**src/rtl/uart_tx_arbiter.sv**
```systemverilog
// uart_tx_arbiter: packet-level round-robin arbiter sharing one UART TX among NREQ byte producers.
// Optional stall timeout on a granted but idle requester is built when UART_ARB_TIMEOUT_EN is defined.
module uart_tx_arbiter #(
    parameter int NREQ           = 4,
    parameter int TIMEOUT_CYCLES = 65535
) (
    input  logic              i_clk,
    input  logic              i_rst,
    input  logic [NREQ-1:0]   i_req_valid,
    input  logic [8*NREQ-1:0] i_req_data,
    input  logic [NREQ-1:0]   i_req_last,
    output logic [NREQ-1:0]   o_req_ready,
    output logic [NREQ-1:0]   o_grant,
    output logic              o_tx_dv,
    output logic [7:0]        o_tx_byte,
    input  logic              i_tx_active,
    input  logic              i_tx_done,
    output logic              o_busy,
    output logic              o_timeout
);
    localparam int PW = $clog2(NREQ);

    typedef enum logic [1:0] {IDLE, ISSUE, WAIT} state_t;

    state_t          state, state_nxt;
    logic [PW-1:0]   ptr, gidx, off, win, ptr_nxt;
    logic [PW:0]     sum;
    logic [NREQ-1:0] rot;
    logic            last_q, fire, take, rel, to_hit;

    // Round-robin search: rotate the valid vector so ptr sits at bit 0, take the lowest set bit, rotate back
    always_comb begin
        rot = NREQ'({i_req_valid, i_req_valid} >> ptr);
        off = '0;
        for (int i = NREQ - 1; i >= 0; i--)
            if (rot[i]) off = PW'(i);
        sum     = {1'b0, ptr} + {1'b0, off};
        win     = (sum >= (PW+1)'(NREQ)) ? PW'(sum - (PW+1)'(NREQ)) : PW'(sum);
        ptr_nxt = (gidx == PW'(NREQ - 1)) ? '0 : gidx + 1'b1;
        take    = state == IDLE && |i_req_valid;
        fire    = state == ISSUE && i_req_valid[gidx] && !i_tx_active;
        rel     = (state == WAIT && i_tx_done && last_q) || to_hit;
    end

    // Next-state logic; a packet holds the transmitter until its last byte is done or it is revoked
    always_comb begin
        state_nxt = state;
        case (state)
            IDLE:    state_nxt = take ? ISSUE : IDLE;
            ISSUE:   state_nxt = fire ? WAIT : (to_hit ? IDLE : ISSUE);
            WAIT:    state_nxt = i_tx_done ? (last_q ? IDLE : ISSUE) : WAIT;
            default: state_nxt = IDLE;
        endcase
    end

    // State register
    always_ff @(posedge i_clk) begin
        if (i_rst) state <= IDLE;
        else       state <= state_nxt;
    end

    // Grant, pointer and transmit byte registers
    always_ff @(posedge i_clk) begin
        if (i_rst) begin
            ptr       <= '0;
            gidx      <= '0;
            o_grant   <= '0;
            o_tx_dv   <= 1'b0;
            o_tx_byte <= 8'h00;
            last_q    <= 1'b0;
        end else begin
            o_tx_dv <= fire;
            if (fire) begin
                o_tx_byte <= i_req_data[{gidx, 3'b000} +: 8];
                last_q    <= i_req_last[gidx];
            end
            if (take) begin
                o_grant <= {{(NREQ-1){1'b0}}, 1'b1} << win;
                gidx    <= win;
            end else if (rel) begin
                o_grant <= '0;
                ptr     <= ptr_nxt;
            end
        end
    end

    assign o_req_ready = fire ? o_grant : '0;
    assign o_busy      = state != IDLE;

`ifdef UART_ARB_TIMEOUT_EN
    logic [15:0] cnt;

    assign to_hit = state == ISSUE && !fire && cnt == 16'(TIMEOUT_CYCLES);

    // Count cycles the granted lane leaves the transmitter idle mid-packet; pulse o_timeout on revoke
    always_ff @(posedge i_clk) begin
        if (i_rst) begin
            cnt       <= '0;
            o_timeout <= 1'b0;
        end else begin
            cnt       <= (state != ISSUE || fire || to_hit) ? '0 : cnt + {15'b0, !i_req_valid[gidx]};
            o_timeout <= to_hit;
        end
    end
`else
    assign to_hit    = 1'b0;
    assign o_timeout = 1'b0;
`endif

endmodule
```
**config.mk**
```make
export PLATFORM = sky130hd
export DESIGN_NAME = uart_tx_arbiter
export DESIGN_NICKNAME = d
export VERILOG_FILES = /design/src/rtl/uart_tx_arbiter.sv
export SDC_FILE = /design/constraint.sdc
export NUM_CORES = 1
export LEC_CHECK = 0
export BUFFER_PORTS_ARGS = -buffer_cell sky130_fd_sc_hd__buf_2
export CORE_MARGIN = 1.5
export CORE_UTILIZATION = 46
export DETAILED_ROUTE_END_ITERATION = 7
export PLACE_DENSITY = 0.9
export SLEW_MARGIN = 20
export SYNTH_ARGS = -nofsm -noshare
export SYNTH_HDL_FRONTEND = slang
export SYNTH_SLANG_ARGS = --single-unit
```
**constraint.sdc**
```tcl
create_clock -name i_clk -period 2.95 [get_ports i_clk]
set_clock_uncertainty 0.15 [all_clocks]
set_input_delay 0.59 -clock i_clk [delete_from_list [all_inputs] [get_ports i_clk]]
set_output_delay 0.59 -clock i_clk [all_outputs]
set_load 0.03 [all_outputs]
```
* Word level (Yosys, flattened, before mapping)
Index checks and enable logic that the tools add are counted.
Storage, ports and cells: output and inout port bits 19, bits of input ports 44, logic and storage cells 48, memory bits (writable) 0, ROM bits 0, flip-flop bits (word level) 20, memories kept 0, bits in latches 0
Operators by class: eq/ne operators 3, div/mod/pow operators 0, bitwise logic cells 1, reduce and logical (&&, ||, !) cells 11, multipliers 0, add/subtract/negate cells 3, $lt $le $gt $ge 2, muxes and demuxes 18, shifts and indexed selects 3
Operators by type and width (count):
- 32-bit by 6-bit indexed part select with 8-bit output | 1
- 2-bit two-way mux | 8
- 4-bit two-way mux | 3
- 8-bit by 2-bit right shift with 4-bit output | 1
- 2-bit case mux with 3 select lines | 1
- 1-bit logical AND | 5
- 1-bit binary-select mux with 2-bit select | 2
- 2-bit == test (second input constant) | 2
- 1-bit two-way mux | 4
- 2-bit nonzero test | 2
- 4-bit OR reduction | 1
- 1-bit by 2-bit << shifter with 4-bit output (first input constant) | 1
- 2-bit by 2-bit adder with 3-bit output | 1
- 3-bit >= comparator (second input constant) | 1
- 2-bit by 3-bit < comparator with 1-bit output (second input constant) | 1
- 2-bit by 1-bit adder with 2-bit output (second input constant) | 1
- 2-bit by 1-bit == test with 1-bit output (second input constant) | 1
- 2-bit logical NOT | 1
- 2-bit AND reduction | 1
- 2-bit by 1-bit subtractor with 2-bit output (second input constant) | 1
- 1-bit logical NOT | 1
- 1-bit NOT | 1

* Longest topological paths before layout
Gate-level depths: netlist of run 1.
word-level depth 10, mapped depth 11

* Least setup slack after synthesis of run 1
No wires, ideal clock.
path type input to output, start in i_req_valid[0], end out o_req_ready[0], arrival time 1.728 ns, cell stages on the path 5, path buffers 2, required time 2.210 ns, path slack 0.482 ns, path through clkbuf_8 > mux4_2 > nand3_2 > buf_6 > nor2_1
On the way: cells in the longest elaborated chain, start to end 5
Ends and longest elaborated chain:
- start, declared | line 9 | input logic [NREQ-1:0] i_req_valid,
- 1-bit binary-select mux with 2-bit select | line 41 | fire = state == ISSUE && i_req_valid[gidx] && !i_tx_active;
- 1-bit two-way mux (implied by the code) | line 41
- 1-bit logical AND (2 in series) | line 41
- 4-bit two-way mux | line 87 | assign o_req_ready = fire ? o_grant : '0;
- end, declared | line 12 | output logic [NREQ-1:0] o_req_ready,
No other way between the ends. The select of a mux whose other input is x is not followed.

* Worst setup path after layout of run 1
start reg ptr[0], end reg gidx[1]
On the way: cells in the longest elaborated chain, start to end 8, elaborated cells on any way between the ends 9
Ends and longest elaborated chain:
- start, declared | line 26 | logic [PW-1:0] ptr, gidx, off, win, ptr_nxt;
- start signal, assigned | line 82 | ptr <= ptr_nxt;
- 8-bit by 2-bit right shift with 4-bit output | line 33 | rot = NREQ'({i_req_valid, i_req_valid} >> ptr);
- 2-bit two-way mux (4 in series) | line 36 | if (rot[i]) off = PW'(i);
- 2-bit by 2-bit adder with 3-bit output (*) | line 37 | sum = {1'b0, ptr} + {1'b0, off};
- 3-bit >= comparator or 2-bit by 1-bit subtractor with 2-bit output (tied branches) | line 38 | win = (sum >= (PW+1)'(NREQ)) ? PW'(sum - (PW+1)'(NREQ)) : PW'(sum);
- 2-bit two-way mux (*) | line 38
- end signal, assigned | line 79 | gidx <= win;
- end, declared | line 26
Every way passes the cells marked *; elsewhere a longest branch is shown, timed or not. A chain may end at the register's enable or synchronous reset.

==> metrics.txt, run 1 <==
status=finished clean; DP Area=1610 sq um; Final setup violation count=0; cts repair resizes=0; Commonest cells post-synth=24 x nor2_1, 20 x dfxtp_1, 10 x mux2i_1, 10 x mux4_2, 8 x nand3_1; Hold-fix buffers, CTS=0; CP Max Fanout=11; CTS Buf Count=3; Detailed Routing Iterations Pass 1=4; Worst-path clk slew=120 ps; Final Hold Violating Endpoints=0; Netlist cell types=40; Vias=1287; crit path DAT=2490 ps; final worst-path cycle share=82.5%; Skew-Pair Late Insertion Delay=320 ps; CP max stage delay=540 ps; Synth Flop Type=dfxtp_1; Initial Utilization=48.1%; core area=2730 sq um; VDD IR max=0.268 mV; die area=3190 sq um; Nets=246; Via density=5.60; fraction of power spent switching nets=28.9%; final hold slack=328 ps; CP max stage cell=dfxtp_1; Critical Path RT=3000 ps; Rows=19; initial antenna violation count=0; slew of the pin with the lowest slew margin=543 ps; Syn Area/Cell=9.34 sq um; root buf cell=clkbuf_4; max-slew violation count=0; DRT iter0 DRCs=60; share of cells above drive strength 1=41.7%; Comb power frac=27.3%; gr ovfl total=0; Fillers=231; Chip Width=56.5 um; fmax=0.411 GHz; CP Class=flop to flop; Pwr Density=438 nW/um^2; CP Launch Type=flop; CP Capture Type=flop; area delta synth->final=26.5%; EDFF count, synth=0; DRC violations left=0; top cell type's share of synthesized area=30.4%; postcts setup bufs=0; P_leak=0.000817 uW; setup TNS=0 ps; H-Tree Depth=1; Yosys reg bits=20; Die H=56.5 um; Flop pwr share=41.0%; max_cap viols=0; post-DR wirelength/cell=12.9 um; internal power=519 uW; Post-DP HPWL=2.34 mm; deepest clock path buffer count=2; sequential share of the synthesized area=30.4%; Ant. Diodes=0; vias in the first global route=1187; GR Util All Layers=20.0%; Final Total Pwr=730 uW; IO buf count=61; Synthesis Warnings=0; Post-Synthesis Cells=141; Tmin final=2430 ps; TritonCTS clock tree=yes; CP cell instances=inv_1 > nor3_1 > a211oi_1 > a31oi_1 > a211o_1 > ha_1 > xor2_1 > nand3_1 > a311oi_1; Clock Sink Count=20; area leader, netlist=dfxtp_1; largest net degree at the start of global routing=21; largest cells by area after synthesis=dfxtp_1 30%, mux4_2 17%, mux2i_1 7.6%, nor2_1 6.8%, nand3_1 3.0%; first-pass GRT wire length=5.11 mm; Synthesized Nets=187; synthesized area=1320 sq um; RSZ-0062 raised after global routing=false; clock power share=31.7%; I/O pins=63; Async SR Flop Fraction=0%; Hold WC Path Type=flop to flop; RD Place Congestion=0.838; ANT nets after route=0; NetSw=211 uW; DRT Wirelength=2.96 mm; most frequent cell after synthesis=nor2_1; Slew Limit Headroom=63.5%; cell area after layout=1670 sq um; final core occ=60.9%
==> placed cells by master (no fill, tap or decap), types with 3 or more instances in the layout <==
| master | count |
|---|---|
| nor4_1 | 3 |
| o21ai_0 | 7 |
| nand3_1 | 8 |
| a21oi_1 | 4 |
| nor2_1 | 24 |
| buf_4 | 3 |
| buf_2 | 61 |
| inv_1 | 7 |
| clkbuf_4 | 3 |
| nand2_1 | 7 |
| dfxtp_1 | 20 |
| mux2i_1 | 10 |
| mux4_2 | 10 |
==> metal layers <==
metal,track usage [%],vias up,part of all wire [%]
li1,-,631,-
met4,9.86,0,2.2
met3,2.76,7,5.1
met2,34.1,47,52
met1,24.6,602,41
met5,0,-,0
==> through the flow <==
stage / setup WS [ps] / std cells
floorplan: 482 / 141
CTS: 537 / 230
global placement: 470 / 226
detailed placement: 325 / 226
global route: 231 / 230
finish: 517 / 230
==> power by group through the flow <==
stage	logic, uW	registers, uW	clock network [uW]
after floorplan	123	324	0
after CTS	201	299	234
final	199	299	231
after detailed placement	201	305	0
after global placement	197	304	0
after global routing	220	302	245
==> critical path, delay by kind of cell (launching register included) <==
| kind | cells | cell delay, ps |
|---|---|---|
| compound gates | 4 | 710 |
| xor+xnor | 1 | 270 |
| fa+ha+maj | 1 | 200 |
| buf+inv | 1 | 130 |
| flops | 1 | 540 |
| simple gates | 2 | 330 |
==> layout make-up <==
| cell class | count | area, sq um | area share [%] |
|---|---|---|---|
| repair buffers | 64 | 328 | 19.7 |
| clock buffers | 3 | 22.5 | 1.35 |
| inverters | 7 | 26.3 | 1.58 |
| well taps | 31 | 38.8 | 2.33 |
| flip-flops and latches | 20 | 400 | 24.0 |
| clock inverters | 1 | 30.0 | 1.80 |
| multi-input cells | 104 | 820 | 49.2 |
==> registers in the layout, summed over array words and instances (netlist names) <==
name / flops
gidx: 2
last_q: 1
o_grant: 4
o_tx_byte: 8
o_tx_dv: 1
ptr: 2
state: 2
==> worst paths after layout <==
check	from	end	slack, ps	depth (start not counted)
setup / recovery	ptr[0]	gidx[1]	520	9
hold / removal	o_grant[1]	o_grant[1]	330	2
setup reg to reg	ptr[0]	gidx[1]	520	9
hold reg to reg	o_grant[1]	o_grant[1]	330	2
==> logic make-up (layout without fill, tap and decap cells) <==
kind of cell	Yosys count	in the layout	share of synthesized area [%]
buf+inv	17	75	7.32
xor+xnor	2	2	1.33
other cells	1	1	0.285
simple gates	54	54	21.3
mux	20	20	24.7
compound gates	25	25	12.7
flops	20	20	30.4
fa+ha+maj	2	2	1.90
Power figures use the tool's default switching activity.
==> inputs of run 2 (changes only) <==
--- a/config.mk
+++ b/config.mk
@@ -7,9 +7,9 @@
 export LEC_CHECK = 0
 export BUFFER_PORTS_ARGS = -buffer_cell sky130_fd_sc_hd__buf_2
 export CORE_MARGIN = 1.5
-export CORE_UTILIZATION = 46
+export CORE_UTILIZATION = 41
 export DETAILED_ROUTE_END_ITERATION = 7
-export PLACE_DENSITY = 0.9
+export PLACE_DENSITY = 0.85
 export SLEW_MARGIN = 20
 export SYNTH_ARGS = -nofsm -noshare
 export SYNTH_HDL_FRONTEND = slang
==> constraint.sdc (replaced) <==
create_clock -name i_clk -period 2 [get_ports i_clk]
set_clock_uncertainty 0.15 [all_clocks]
set_input_delay 0.4 -clock i_clk [delete_from_list [all_inputs] [get_ports i_clk]]
set_output_delay 0.4 -clock i_clk [all_outputs]
set_load 0.03 [all_outputs]
==> metrics.txt, run 2 (synthesis gave the netlist of run 1 again) <==
Hold Path Cell Cnt=3 (+1); failing checks=negative setup slack; Final Non-Filler Cells=259 (+13%); DRT Wirelength=3.43 mm (+16%); DP Area=1780 sq um (+10%); final core occ=63.0% (+2.1 points); H-Tree Depth=1 (unchanged); I/O pins=63 (unchanged); Via density=5.34 (-4.5%); Detailed Routing Iterations Pass 1=5 (+1); Hold Crit Start=i_tx_done; dpl cells=252 (+12%); hold path endpoint=state[1]; final worst-path cycle share=104%; RD Place Congestion=0.835 (-0.30%); P_leak=0.000903 uW (+11%); Clock Sink Count=20 (unchanged); Chip Width=59.7 um (+5.6%); Top Registers=o_tx_byte (8), o_grant (4); DRT iter0 DRCs=47 (-22%); Final Hold Violating Endpoints=0 (unchanged); status=finished, violations left; CP Max Fanout=5 (-6); Nets=262 (+6.5%); CP Launch Type=flop; die area=3560 sq um (+12%); fmax=0.480 GHz; post-DR wirelength/cell=13.2 um (+2.7%); Skew-Pair Late Insertion Delay=310 ps (about the same); CP max stage cell=mux4_2; RSZ-0062 raised after global routing=true; Ant. Diodes=0 (unchanged); Reg2Reg Depth=8 (-1); final hold slack=252 ps (-76.0 ps); share of cells above drive strength 1=53.0% (+11 points); Critical Path RT=1450 ps (-1550 ps); setup ws final=-85.5 ps (-602 ps); Rows=20 (+1); Worst Path Buf+Inv=1 (unchanged); Worst R2R Setup Slack=-40 ps (-560 ps); max-slew violation count=0 (unchanged); Pwr Density=531 nW/um^2 (+21%); initial antenna violation count=0 (unchanged); CP Capture Type=output port; root buf cell=clkbuf_4; Final setup violation count=7 (+7); reg2reg end=gidx[1]; reg2reg start=ptr[0]; Vias=1384 (+7.5%); largest net degree at the start of global routing=21 (unchanged); Top delay family on crit path=multiplexers; ANT nets after route=0 (unchanged); GR Util All Layers=19.9% (-0.12 points); Hold-fix buffers, CTS=0 (unchanged); cell area after layout=1920 sq um (+16%); first-pass GRT wire length=5.42 mm (+6.1%); core area=3050 sq um (+12%); most common cell after layout, fill and taps aside=buf_2; Worst-path clk slew=110 ps (about the same); crit path DAT=1540 ps (-950 ps); CP Class=flop to output port; VDD IR max=0.362 mV (+35%); Tmin final=2090 ps; Hold WC Path Type=input pin to flop; area delta synth->final=46.2%; deepest clock path buffer count=2 (unchanged); CP cell instances=mux4_2 > nand3_4 > nor2_1 > buf_4; gr ovfl total=0 (unchanged); Post-DP HPWL=2.54 mm (+8.5%); most flop-heavy register=o_tx_byte; IO buf count=61 (unchanged); max_cap viols=0 (unchanged); TritonCTS clock tree=yes; Die H=59.7 um (+5.6%); vias in the first global route=1252 (+5.5%); CP max stage delay=540 ps (about the same); max reg flops=8 (unchanged); Initial Utilization=43.1% (-5.0 points); DRC violations left=0 (unchanged); CTS Buf Count=3 (unchanged); most frequent cells in the layout=57 x buf_2, 23 x nor2_1, 20 x buf_4, 18 x dfxtp_1
run 2: changes by cell type in the layout (fill, tap and decap cells not counted), moves of 3 or more:
cell	previous run	this run
buf_2	61	57
buf_4	3	20
nor4_1	3	0
o21ai_0	7	4
o21ai_1	0	3
run 2: worst max-delay path by stage:
| stage | from | to | slack (ps) | cells after the start |
|---|---|---|---|---|
| after floorplan | i_req_valid[0] | o_req_ready[0] | -90 | 5 |
| after global placement | i_req_valid[2] | o_grant[0] | -150 | 11 |
| after detailed placement | i_req_valid[2] | o_grant[0] | -210 | 11 |
| after CTS | gidx[0] | o_req_ready[1] | -70 | 4 |
| after global routing | gidx[0] | o_req_ready[3] | -140 | 4 |
| final | gidx[0] | o_req_ready[3] | -90 | 4 |
run 2: where the power goes:
| group | leakage [uW] | internal [uW] | switching, uW | total (uW) |
|---|---|---|---|---|
| Clock | 0.0000210 | 111 | 125 | 236 |
| Combinational | 0.000718 | 166 | 177 | 343 |
| Sequential | 0.000164 | 423 | 20.3 | 443 |
| Total | 0.000903 | 700 | 323 | 1020 |
run 2: cell type report:
type	instances	area, sq um
Tap cell	44	55.1
Timing Repair Buffer	80	473
Sequential cell	20	403
Clock buffer	4	36.3
Fill cell	274	1130
Multi-Input combinational cell	104	928
Inverter	7	28.8
run 2: per-stage QoR:
stage	worst slack, ps	TNS, ps	power (uW)
after floorplan	-87.7	-526	667
after global placement	-149	-1640	762
after detailed placement	-214	-1970	769
after CTS	-71.0	-284	1010
after global routing	-144	-988	1070
final	-85.5	-371	1020
run 2: tightest hold or removal path: cells and delay by family:
kind / cells / cell delay, ps
buffers and inverters: 1 / 100
AO/OA/AOI/OAI: 1 / 60
AND/OR/NAND/NOR: 1 / 100
run 2: what timing repair did:
item	in CTS	in global routing
pin swaps	3	7
gates cloned	0	0
resized for setup	12	6
buffers inserted	2	1
setup endpoints to repair	7	9
run 2: layer usage:
| layer | wire [um] | GRT usage (%) |
|---|---|---|
| met2 | 1810 | 34.6 |
| met5 | 0 | 0 |
| met4 | 36 | 6.35 |
| met3 | 151 | 4.76 |
| met1 | 1430 | 24.0 |
